===== config.mk =====
export PLATFORM = sky130hd
export DESIGN_NAME = clarvi_mem_arbiter
export DESIGN_NICKNAME = d
export VERILOG_FILES = /design/src/rtl/clarvi_mem_arbiter.sv
export SDC_FILE = /design/constraint.sdc
export NUM_CORES = 1
export LEC_CHECK = 0
export CORE_UTILIZATION = 30
export DETAILED_ROUTE_END_ITERATION = 12
export PLACE_DENSITY = 0.72
export SETUP_SLACK_MARGIN = 0.1
export SKIP_LAST_GASP = 1
export SLEW_MARGIN = 20
export SYNTH_ARGS = -nofsm -noshare
export SYNTH_HDL_FRONTEND = slang
export SYNTH_SLANG_ARGS = --single-unit

===== constraint.sdc =====
create_clock -name clock -period 3.6 [get_ports clock]
set_input_delay 0.72 -clock clock [delete_from_list [all_inputs] [get_ports clock]]
set_output_delay 0.72 -clock clock [all_outputs]
set_load 0.1 [all_outputs]

===== src/rtl/clarvi_mem_arbiter.sv =====
// rtl/clarvi_mem_arbiter.sv - shares one pipelined Avalon-MM port between fetch and load/store
// Optional contention counter on stat_conflicts: define CLARVI_ARB_STATS_EN.
module clarvi_mem_arbiter #(
  parameter int ADDR_WIDTH   = 32,
  parameter int DATA_WIDTH   = 32,
  parameter int OUTSTANDING  = 4,
  parameter int STARVE_LIMIT = 3
) (
  input  logic                    clock,
  input  logic                    reset_n,
  input  logic [ADDR_WIDTH-1:0]   instr_address,
  input  logic                    instr_read_enable,
  output logic                    instr_wait,
  output logic                    instr_readdatavalid,
  output logic [DATA_WIDTH-1:0]   instr_readdata,
  input  logic [ADDR_WIDTH-1:0]   main_address,
  input  logic [DATA_WIDTH/8-1:0] main_byteenable,
  input  logic                    main_read_enable,
  input  logic                    main_write_enable,
  input  logic [DATA_WIDTH-1:0]   main_writedata,
  output logic                    main_wait,
  output logic                    main_readdatavalid,
  output logic [DATA_WIDTH-1:0]   main_readdata,
  output logic [ADDR_WIDTH-1:0]   mem_address,
  output logic [DATA_WIDTH/8-1:0] mem_byteenable,
  output logic                    mem_read,
  output logic                    mem_write,
  output logic [DATA_WIDTH-1:0]   mem_writedata,
  input  logic                    mem_waitrequest,
  input  logic                    mem_readdatavalid,
  input  logic [DATA_WIDTH-1:0]   mem_readdata,
  output logic                    resp_error,
  output logic [31:0]             stat_conflicts
);

  localparam int PW = $clog2(OUTSTANDING);
  localparam logic [PW:0] FULL_COUNT = OUTSTANDING[PW:0];
  localparam logic [31:0] STARVE_MAX = STARVE_LIMIT;

  typedef enum logic [1:0] {IDLE, LOCK_I, LOCK_M} state_t;

  state_t                 state;
  logic [OUTSTANDING-1:0] tag_mem;
  logic [PW-1:0]          wr_ptr;
  logic [PW-1:0]          rd_ptr;
  logic [PW:0]            count;
  logic [31:0]            starve_cnt;
  logic full, forced, instr_live, main_live;
  logic grant_i, grant_m, accept_i, accept_m;
  logic push, pop, head_tag;

  assign full       = (count == FULL_COUNT);
  assign forced     = (STARVE_LIMIT != 0) && (starve_cnt == STARVE_MAX);
  assign instr_live = instr_read_enable && !full;
  assign main_live  = main_write_enable || (main_read_enable && !full);

  // A locked owner keeps the port until its command is accepted; nothing is granted in reset.
  always_comb begin
    grant_i = 1'b0;
    grant_m = 1'b0;
    if (reset_n) begin
      case (state)
        LOCK_I:  grant_i = 1'b1;
        LOCK_M:  grant_m = 1'b1;
        default: begin
          grant_i = instr_live && (!main_live || forced);
          grant_m = main_live && !grant_i;
        end
      endcase
    end
  end

  assign accept_i = grant_i && !mem_waitrequest;
  assign accept_m = grant_m && !mem_waitrequest;

  assign mem_address    = grant_i ? instr_address : main_address;
  assign mem_byteenable = grant_i ? '1 : main_byteenable;
  assign mem_writedata  = main_writedata;
  assign mem_read       = grant_i || (grant_m && main_read_enable);
  assign mem_write      = grant_m && main_write_enable;

  assign instr_wait = !reset_n || (instr_read_enable && !accept_i);
  assign main_wait  = !reset_n || ((main_read_enable || main_write_enable) && !accept_m);

  // Tag 0 = fetch, 1 = load; responses come back in issue order.
  assign push     = accept_i || (accept_m && main_read_enable);
  assign pop      = mem_readdatavalid && (count != '0);
  assign head_tag = tag_mem[rd_ptr];

  assign instr_readdatavalid = pop && !head_tag;
  assign main_readdatavalid  = pop && head_tag;
  assign instr_readdata      = mem_readdata;
  assign main_readdata       = mem_readdata;

  always_ff @(posedge clock) begin
    if (push) tag_mem[wr_ptr] <= accept_m;
  end

  always_ff @(posedge clock or negedge reset_n) begin
    if (!reset_n) begin
      state      <= IDLE;
      wr_ptr     <= '0;
      rd_ptr     <= '0;
      count      <= '0;
      starve_cnt <= '0;
      resp_error <= 1'b0;
    end else begin
      case (state)
        IDLE: begin
          if (grant_i && mem_waitrequest)      state <= LOCK_I;
          else if (grant_m && mem_waitrequest) state <= LOCK_M;
        end
        default: if (!mem_waitrequest) state <= IDLE;
      endcase
      if (push) wr_ptr <= wr_ptr + 1'b1;
      if (pop)  rd_ptr <= rd_ptr + 1'b1;
      if (push && !pop)      count <= count + 1'b1;
      else if (pop && !push) count <= count - 1'b1;
      if (!instr_read_enable || accept_i)               starve_cnt <= '0;
      else if (accept_m && starve_cnt != STARVE_MAX)    starve_cnt <= starve_cnt + 1'b1;
      if (mem_readdatavalid && count == '0) resp_error <= 1'b1;
    end
  end

`ifdef CLARVI_ARB_STATS_EN
  logic [31:0] conflicts;

  // Only arbitration losses count, never waitrequest or FIFO-full refusals.
  always_ff @(posedge clock or negedge reset_n) begin
    if (!reset_n) conflicts <= '0;
    else if (state == IDLE && instr_live && main_live) conflicts <= conflicts + 1'b1;
  end

  assign stat_conflicts = conflicts;
`else
  assign stat_conflicts = '0;
`endif

endmodule


==> flow_metrics.tcl <==
set metrics [dict create \
    status "finished clean" \
    slew_violations 0 \
    num_antenna_cells 0 \
    drive_above_1_share_pct 23.66 \
    synth_area_um2 4212 \
    timing_hold_violations_final 0 \
    start_util_pct 31.31 \
    ant_nets 0 \
    place_congestion 0.8140 \
    clock.fmax_mhz 297.5 \
    leakage_nw 2.305 \
    crit_top_cell "buf_12" \
    relSlewSlack_pct 35.53 \
    period_minus_slack_ns 3.361 \
    via_count 3139 \
    grt_pass1_wl_um 16570 \
    utilization_pct 40.26 \
    critPathMaxFanout 14 \
    vdd_drop_max_uv 239.8 \
    final_common_cell "clkdlybuf4s50_1" \
    crit_path_end "mem_address[16]" \
    use_met2_pct 26.40 \
    postSynthAreaPerCell_um2 9.318 \
    reg2reg_to "count[2]$_DFFE_PN0P_" \
    cts_tree "done" \
    ys_seq_area_share_pct 27.81 \
    cp_num_cells 9 \
    start_kind "flip-flop" \
    critPathTopFamily "simple AND/OR/NAND/NOR gates" \
    reg2regPathDepth 14 \
    cp.arrival_ns 2.64 \
    reg2reg_from "starve_cnt[0]$_DFFE_PN0P_" \
    synthTopCellsByArea "dfrtp_1 (25%), buf_4 (23%), mux2_4 (11%)" \
    dr.first_iter.drc_count 237 \
    drc 0 \
    ys_ff_latch 46 \
    wirelength_um 11870 \
    path_cells "ha_1 -> nor4b_4 -> nand4_2 -> nor4_4 -> a21oi_4 -> buf_4 -> buf_12 -> mux2_4 -> buf_12" \
    num-fill-cells 1287 \
    die_h_um 120.5 \
    critPathBufInv 3 \
    critPathMaxStageDelay_ns 0.38 \
    grt_pass1_vias 3016 \
    period_share_pct 93.37 \
    clk_latency_ns 0.29 \
    seqCellArea_um2 1171 \
    crit_slowest_cell "dfrtp_1" \
    wl_per_cell_um 17.93 \
    cts-root-buf "clkbuf_16" \
    grt.met1_usage_pct 15.93 \
    cts_buffers 5 \
    required_ns 2.88 \
    use_met3_pct 7.170 \
    cp-startpoint "starve_cnt[0]$_DFFE_PN0P_" \
    synth_ff_type "dfrtp_1" \
    yosys.cell_types.count 47 \
    powerDensity_nw_per_um2 577.3 \
    cap_viol_max_count 0 \
    antenna_found_initial 0 \
    grt_start_max_net_pins 44 \
    end_kind "output port" \
    die_area_um2 14520 \
    grt_use_total_pct 15.05 \
    clkSinkCount 46 \
    fin_tns_setup_ns 0 \
    dp_hpwl_um 8963 \
    nNetsFinal 634 \
    post_dp_cell_area_um2 5154 \
    cts.clk_slew.worst_paths_ns 0.06 \
    top_usage_layer "met2" \
    fin_skew_ns 0.005272 \
    rsz0062_at_grt "no" \
    final_cell_area_um2 5416 \
    power_w 0.003127 \
    rrSetupSlack_ns 0.43 \
    clk_path_buf_depth 2 \
    ys.warnings.count 0 \
    grt_overflow 0 \
    firstDrtPassIters 4 \
    final_cell_mix "clkdlybuf4s50_1 (73), nor2_1 (47), dfrtp_1 (42), buf_12 (42)" \
    multi_input_area_um2 2086 \
    yosysTopAreaCell "dfrtp_1" \
    min_path_type "flip-flop to flip-flop" \
    async_reset_ff_share_pct 91.30 \
    postSynthCellCount 452 \
    routed_via_density 4.742 \
    cts_hold_buf 0 \
    syn_to_final_growth_pct 28.61 \
    port_buffers 117 \
    finalSetupViolations 0 \
    cts-htree-levels 2 \
    num_io_pins 310 \
    synth_edf_count 4 \
    coreArea_um2 13450 \
    die_w_um 120.5 \
    netlist.area_leader.share_pct 24.96 \
    worst-setup-path-type "flip-flop to output port" \
    num_rows 42 \
    worst_slew_pin_slew_ns 0.9640 \
]
flip-flops by register name (all words and copies together) (netlist names):
name,cells
rd_ptr,2
wr_ptr,2
starve_cnt,32
state,2
count,3
tag_mem,4
resp_error,1
cells in the mapped netlist, types with 2 or more instances:
cell type / number
a21oi_1: 4
and4_1: 2
dfrtp_1: 42
nand3_1: 9
buf_2: 4
mux2_4: 30
and3_1: 4
ha_1: 9
nor4_2: 2
mux2_2: 3
nand4_1: 9
clkbuf_1: 2
a21o_1: 3
nand2b_1: 6
nor3_1: 20
xnor2_1: 32
xor2_1: 4
buf_4: 131
nor2b_1: 2
o211ai_1: 2
inv_1: 16
a21oi_4: 2
and2_1: 6
nand2_1: 22
buf_6: 3
nor4_1: 13
edfxtp_1: 4
nor2_1: 47
where the power goes:
group	internal (W)	leakage, nW	switching (W)
Combinational	0.000746	1.64	0.00128
Clock	0.000254	0.0683	0.000187
Sequential	0.000590	0.601	0.0000687
Total	0.00159	2.30	0.00154
per-layer routing:
layer	routed length (um)	vias to the layer above
met2	5974	228
li1	-	1420
met5	0	-
met3	1475	16
met4	207	0
met1	4209	1475
through the flow:
step,std cells,hold WS [ns],worst slack [ns]
2_1_floorplan,483,0.4244,0.5049
6_report,662,0.4689,0.2387
3_5_place_dp,644,0.4503,0.04146
4_1_cts,652,0.4718,0.1131
3_3_place_gp,644,0.4462,0.1098
5_1_grt,662,0.4876,0.1070
cell type report:
| type | count | area share [%] |
|---|---|---|
| repair buffers | 135 | 32.16 |
| flip-flops and latches | 46 | 21.62 |
| inverters | 16 | 1.109 |
| clock inverters | 2 | 0.1617 |
| well taps | 176 | 4.066 |
| clock buffers | 6 | 2.379 |
| multi-input cells | 281 | 38.51 |
worst min-delay path by stage:
stage                                  end  slack [ns]                    from  cells after the start
detailed placement  resp_error$_DFFE_PN0P_        0.45  resp_error$_DFFE_PN0P_                      1
CTS                 resp_error$_DFFE_PN0P_        0.47  resp_error$_DFFE_PN0P_                      1
finish              resp_error$_DFFE_PN0P_        0.47  resp_error$_DFFE_PN0P_                      1
floorplan             count[0]$_DFFE_PN0P_        0.42                 reset_n                      0
global route        resp_error$_DFFE_PN0P_        0.49  resp_error$_DFFE_PN0P_                      1
global placement    resp_error$_DFFE_PN0P_        0.45  resp_error$_DFFE_PN0P_                      1
kinds of logic after synthesis:
logic type / share of synthesized area [%]
AOI/OAI and AO/OA: 4.605
DFF: 27.81
xor gates and xnor gates: 7.487
and+or+nand+nor: 18.09
muxes: 12.54
other: 0.08904
buffers and inverters: 26.23
adders and majority gates: 3.149
repair_timing:
action | CTS | global route
cloned | 0 | 1
gates resized for setup | 1 | 4
pin swaps | 0 | 5
buffers inserted | 0 | 9
endpoints found under the setup margin | 20 | 20
Power figures use the tool's default switching activity.
